===== src/rtl/thd_measure_seq.sv =====
// thd_measure_seq: sequences capture, FFT and THD calculation for one measurement, with continuous mode and watchdog
module thd_measure_seq #(
  parameter int N_POINTS    = 4096,
  parameter int ADDR_W      = 12,
  parameter int TIMEOUT_CYC = 1048575,
  parameter int HOLDOFF_CYC = 50000
) (
  input  logic              clk,
  input  logic              rst_n,
  input  logic              run,
  input  logic              single,
  input  logic              adc_valid,
  output logic              cap_wr_en,
  output logic [ADDR_W-1:0] cap_addr,
  output logic              fft_start,
  input  logic              fft_done,
  output logic              thd_start,
  input  logic              thd_done,
  input  logic [15:0]       thd_in,
  input  logic [15:0]       fund_in,
  output logic [15:0]       thd_result,
  output logic [15:0]       fund_result,
  output logic              result_valid,
  output logic              busy,
  output logic              timeout_err,
  output logic [15:0]       meas_count
);
  localparam int CMAX = TIMEOUT_CYC > HOLDOFF_CYC ? TIMEOUT_CYC : HOLDOFF_CYC;
  localparam int CW = $clog2(CMAX + 1);
  typedef enum logic [2:0] {IDLE, CAPTURE, FFT, THD, HOLDOFF} state_t;
  state_t state, state_nx;
  logic [CW-1:0] cnt;
  logic cap_done, wrap, wd_hit, ho_hit, fft_ok, abort;
  assign cap_wr_en = state == CAPTURE && adc_valid && !cap_done;
  assign busy = state != IDLE;
  assign wrap = cap_wr_en && cap_addr == ADDR_W'(N_POINTS - 1);
  assign wd_hit = cnt == CW'(TIMEOUT_CYC - 1);
  assign ho_hit = cnt == CW'(HOLDOFF_CYC - 1);
  assign fft_ok = state == FFT && fft_done && !fft_start;
  assign abort = wd_hit && ((state == FFT && !fft_ok) || (state == THD && !thd_done));
  always_ff @(posedge clk) state <= !rst_n ? IDLE : state_nx;
  always_comb begin
    state_nx = state;
    case (state)
      IDLE:    state_nx = (run || single) ? CAPTURE : IDLE;
      CAPTURE: state_nx = cap_done ? FFT : CAPTURE;
      FFT:     state_nx = fft_ok ? THD : abort ? IDLE : FFT;
      THD:     state_nx = thd_done ? (run ? HOLDOFF : IDLE) : abort ? IDLE : THD;
      HOLDOFF: state_nx = !run ? IDLE : ho_hit ? CAPTURE : HOLDOFF;
      default: state_nx = IDLE;
    endcase
  end
  // cnt is shared: watchdog in FFT/THD, hold-off timer in HOLDOFF; restarts on every state change
  always_ff @(posedge clk) begin
    if (!rst_n) begin
      cnt          <= '0;
      cap_done     <= 1'b0;
      cap_addr     <= '0;
      fft_start    <= 1'b0;
      thd_start    <= 1'b0;
      thd_result   <= '0;
      fund_result  <= '0;
      result_valid <= 1'b0;
      timeout_err  <= 1'b0;
      meas_count   <= '0;
    end else begin
      cnt          <= state_nx != state ? '0 : cnt + 1'b1;
      cap_done     <= wrap;
      cap_addr     <= (state != CAPTURE && state_nx == CAPTURE) ? '0 : cap_wr_en ? cap_addr + 1'b1 : cap_addr;
      fft_start    <= state == CAPTURE && cap_done;
      thd_start    <= state_nx == THD;
      result_valid <= state == THD && thd_done;
      timeout_err  <= (state == IDLE && state_nx == CAPTURE) ? 1'b0 : abort ? 1'b1 : timeout_err;
      if (state == THD && thd_done) begin
        thd_result  <= thd_in;
        fund_result <= fund_in;
        meas_count  <= meas_count + 16'd1;
      end
    end
  end
endmodule


===== config.mk =====
export PLATFORM = sky130hd
export DESIGN_NAME = thd_measure_seq
export DESIGN_NICKNAME = d
export VERILOG_FILES = /design/src/rtl/thd_measure_seq.sv
export SDC_FILE = /design/constraint.sdc
export NUM_CORES = 1
export LEC_CHECK = 0
export CORE_AREA = 3 3 91 93
export CTS_CLUSTER_SIZE = 20
export DETAILED_ROUTE_END_ITERATION = 8
export DIE_AREA = 0 0 94 96
export PLACE_DENSITY = 0.88
export SETUP_SLACK_MARGIN = 0.1
export SLEW_MARGIN = 0
export SYNTH_ARGS = -nofsm -noshare
export SYNTH_HDL_FRONTEND = slang
export SYNTH_SLANG_ARGS = --single-unit

===== constraint.sdc =====
create_clock -name clk -period 5.1 [get_ports clk]
set_input_delay 1.02 -clock clk [delete_from_list [all_inputs] [get_ports clk]]
set_output_delay 1.02 -clock clk [all_outputs]
set_load 0.005 [all_outputs]

==> reports/summary.log <==
qor: hold_path.hold_path_class flip-flop to flip-flop
qor: sta.maxSlewViolCount 0
qor: synthesis.synth.ff_latch_count 88
qor: synthesis.seq_area_frac_synth 45.14%
qor: placement.detailedPlace.worstSlack 1.681 ns
qor: route.route.vias.total 3,435
qor: floorplanning.fp.dieArea 9024 um2
qor: placement.detailed_place.area 4990 um2
qor: floorplanning.initial_core_util 51.30%
qor: synthesis.synthesis.area_per_instance 8.711 um2
qor: placement.numPlacedInstances 633
qor: final_layout.antenna-diode-count 0
qor: worst_setup_path.worst_path_dominant_cell_family buffers and inverters
qor: placement.numPortBuffers 104
qor: worst_setup_path.path_class primary input to output port
qor: power.seq_power_share 53.7%
qor: final_layout.layout.nets 585
qor: route.number_of_optimization_iterations_in_the_first_detailed_route_pass 4
qor: sta.achievable-frequency 0.2920 GHz
qor: worst_setup_path.worstPathBufferInverterCount 2
qor: sta.period_minus_ws_final 3.425 ns
qor: sta.clock-skew-final 0.01081 ns
qor: worst_setup_path.cell_with_the_largest_stage_delay_on_the_worst_path sky130_fd_sc_hd__clkdlybuf4s50_1
qor: clocking.clockRootBuffer sky130_fd_sc_hd__clkbuf_8
qor: clocking.clkTransAtPathRegs 0.09 ns
qor: sta.worst-slew-pin-transition 1.173 ns
qor: power.static-leakage-power 1.769 nW
qor: global_route.grt_start_max_net_pins 39
qor: final_layout.final_cell_area 5207 um2
qor: power.power_per_cell_area 247.6 nW/um2
qor: run_status.outcome complete, no violations
qor: power.power.clock.fraction 40.9%
qor: synthesis.post_synth_num_cell_types 43
qor: floorplanning.die_y 96 um
qor: worst_setup_path.worstPathRequired 4.08 ns
qor: power.power.share.switching 21.81%
qor: sta.setup_repair_after_global_routing_missed_its_margin no
qor: global_route.grt_pass1_wl 15,180 um
qor: global_route.grt_util_all_layers 20.88%
qor: final_layout.layout_overhead_on_the_synthesized_area 33.44%
qor: sta.tns 0 ns
qor: clocking.postCtsSetupRepairBufs 0
qor: clocking.sinks_on_clock_net 88
qor: clocking.cts_resized 0
qor: job.cap_violations 0
qor: clocking.cts_buffers 9
qor: route.wl_met3 640 um
qor: route.drt_drc_violations_left 0
qor: synthesis.synth_edf_count 0
qor: route.drt_first_iter_violations 184
qor: route.met2_wirelength 4287 um
qor: final_layout.final-instance-count-excl-fill 649
qor: floorplanning.io_pins 105
qor: clocking.cts_max_path_buffers 2
qor: sta.maxSlewHeadroom 21.78%
qor: placement.hpwl 6360 um
qor: worst_setup_path.critical_path_arrival 2.41 ns
qor: worst_setup_path.cp_cell_sequence clkdlybuf4s50_1 > and3b_1 > clkdlybuf4s50_1
qor: floorplanning.dieWidth 94 um
qor: route.dr.max_layer_used met4
qor: power.fraction_of_power_consumed_by_combinational_cells 5.4%
qor: placement.gpl.final_weighted_congestion 0.7785
qor: sta.finalSetupViolations 0
qor: power.total_power 1.289 mW
qor: sta.timing.final.crit_share 67.16%
qor: global_route.grt_pass1_vias 3,340
qor: sta.fin_hold_ws 0.4660 ns
qor: synthesis.yosysWarningCount 0
qor: route.drtAntennaViolNets 0
qor: route.drt-vias-per-instance 5.293
qor: worst_setup_path.cell_occurring_most_often_along_the_worst_timing_path sky130_fd_sc_hd__clkdlybuf4s50_1
qor: worst_setup_path.timing.critical_path.to_type output port
qor: power.total_switching_power 281.2 uW
qor: sta.postLayoutSetupSlackWorst 1.675 ns
qor: synthesis.fraction_of_registers_with_async_set_reset 0%
qor: floorplanning.placement_rows 32
qor: final_layout.utilization 68.45%
qor: synthesis.synthCells 448
qor: floorplanning.coreArea 7607 um2
qor: clocking.cts.htree.levels 3
qor: route.avgRoutedWirePerCell 14.06 um
qor: worst_setup_path.max_stage_delay 0.57 ns
qor: power.p_int 1.008 mW
qor: clocking.tritoncts done
qor: global_route.grt_antenna_before_repair 0
qor: sta.final-hold-violation-count 0
qor: clocking.hold_buffers 0
qor: final_layout.drive_above_1_share 5.484%
qor: synthesis.ys_dominant_reg_cell sky130_fd_sc_hd__dfxtp_1
qor: global_route.grt_overflow 0
qor: route.wl_met1 4046 um
qor: worst_setup_path.startpoint_type primary input
qor: clocking.clkLatencyLatePin 0.36 ns
qor: synthesis.syn-cell-area 3902 um2
qor: synthesis.syn_nets 491
qor: worst_setup_path.cp_max_fo 8
qor: power.max-vdd-ir-drop 0.0001312 V
qor: route.totalWireLength 9127 um
-- sequential cells by signal (all words and copies together) (netlist names) --
register and count:
cap_done 1, thd_start 1, result_valid 1, state 3
cnt 20, timeout_err 1, fund_result 16, fft_start 1
meas_count 16, thd_result 16, cap_addr 12
-- layout make-up --
cell class / instances / area, um2
well taps: 102 / 127.6
clock inverters: 6 / 90.09
multi-input cells: 330 / 2011
clock buffers: 10 / 127.6
fillers: 584 / 2400
repair buffers: 108 / 1071
inverters: 5 / 18.77
flip-flops and latches: 88 / 1762
-- Yosys cell counts, types with 2 or more instances --
cell | instances | share of area [%]
sky130_fd_sc_hd__nand2_1 | 102 | 9.8
sky130_fd_sc_hd__dfxtp_1 | 88 | 45
sky130_fd_sc_hd__a21boi_0 | 37 | 7.1
sky130_fd_sc_hd__xnor2_1 | 30 | 6.7
sky130_fd_sc_hd__nor2_1 | 23 | 2.2
sky130_fd_sc_hd__nor3_1 | 23 | 2.9
sky130_fd_sc_hd__nand3_1 | 15 | 1.9
sky130_fd_sc_hd__and2_1 | 14 | 2.2
sky130_fd_sc_hd__nand4_1 | 14 | 2.2
sky130_fd_sc_hd__clkbuf_1 | 13 | 1.3
sky130_fd_sc_hd__xor2_1 | 11 | 2.5
sky130_fd_sc_hd__and3_1 | 7 | 1.1
sky130_fd_sc_hd__buf_2 | 6 | 0.77
sky130_fd_sc_hd__o21ai_0 | 6 | 0.77
sky130_fd_sc_hd__or3_1 | 6 | 0.96
sky130_fd_sc_hd__inv_1 | 5 | 0.48
sky130_fd_sc_hd__ha_1 | 4 | 1.3
sky130_fd_sc_hd__a21oi_1 | 3 | 0.38
sky130_fd_sc_hd__a31oi_1 | 3 | 0.48
sky130_fd_sc_hd__buf_1 | 3 | 0.29
sky130_fd_sc_hd__nor2b_1 | 3 | 0.48
sky130_fd_sc_hd__nor3b_1 | 3 | 0.58
sky130_fd_sc_hd__and4_1 | 2 | 0.45
sky130_fd_sc_hd__and4b_1 | 2 | 0.51
sky130_fd_sc_hd__buf_4 | 2 | 0.38
sky130_fd_sc_hd__nand3b_1 | 2 | 0.38
sky130_fd_sc_hd__nor4_1 | 2 | 0.32
sky130_fd_sc_hd__nor4b_2 | 2 | 0.77
sky130_fd_sc_hd__o221a_2 | 2 | 0.58
sky130_fd_sc_hd__o31ai_1 | 2 | 0.38
-- tightest hold or removal path: stages, from the launching register on --
cell	delay, ns
sky130_fd_sc_hd__dfxtp_1	0.34
sky130_fd_sc_hd__nand2_1	0.06
sky130_fd_sc_hd__nor3_1	0.03
-- power by group through the flow --
stage          logic (mW)  registers [mW]  clock network, mW
2_1_floorplan      0.0326           0.707                  0
3_3_place_gp       0.0692           0.708                  0
3_5_place_dp       0.0696           0.709                  0
4_1_cts            0.0704           0.692              0.537
5_1_grt            0.0752           0.693              0.566
6_report           0.0701           0.692              0.527
-- worst paths after layout --
kind,startpoint,to,slack [ns],cells after the start
max,adc_valid,cap_wr_en,1.67,3
min,cap_addr[11]$_SDFFE_PP0P_,cap_done$_SDFF_PN0_,0.47,2
max reg2reg,state[1]$_SDFF_PN0_,cap_addr[9]$_SDFFE_PP0P_,2.51,6
min reg2reg,cap_addr[11]$_SDFFE_PP0P_,cap_done$_SDFF_PN0_,0.47,2
-- layer usage --
| metal | vias up | track usage [%] |
|---|---|---|
| li1 | 1706 | - |
| met1 | 1584 | 25.71 |
| met2 | 128 | 35.42 |
| met3 | 17 | 5.238 |
| met4 | 0 | 7.702 |
| met5 | - | 0 |
-- cells by family (layout without fill, tap and decap cells) --
kind of cell | count (synthesis) | count (layout) | share of synthesized area, %
buf+inv | 30 | 129 | 3.463
flops | 88 | 88 | 45.14
compound gates | 57 | 57 | 11.13
fa+ha+maj | 4 | 4 | 1.283
mux | 1 | 1 | 0.2565
xor+xnor | 41 | 41 | 9.202
simple gates | 227 | 227 | 29.53
-- cell usage in the layout (no fill, tap or decap), types with 7 or more instances in the layout --
cell and count:
sky130_fd_sc_hd__dfxtp_1 88, sky130_fd_sc_hd__a21boi_0 37, sky130_fd_sc_hd__nand2_1 102, sky130_fd_sc_hd__nand4_1 14
sky130_fd_sc_hd__xnor2_1 30, sky130_fd_sc_hd__nor2_1 23, sky130_fd_sc_hd__and2_1 14, sky130_fd_sc_hd__clkdlybuf4s50_1 104
sky130_fd_sc_hd__clkbuf_8 9, sky130_fd_sc_hd__and3_1 7, sky130_fd_sc_hd__nand3_1 15, sky130_fd_sc_hd__xor2_1 11
sky130_fd_sc_hd__nor3_1 23
No activity file was read; power rests on OpenSTA's default activity.
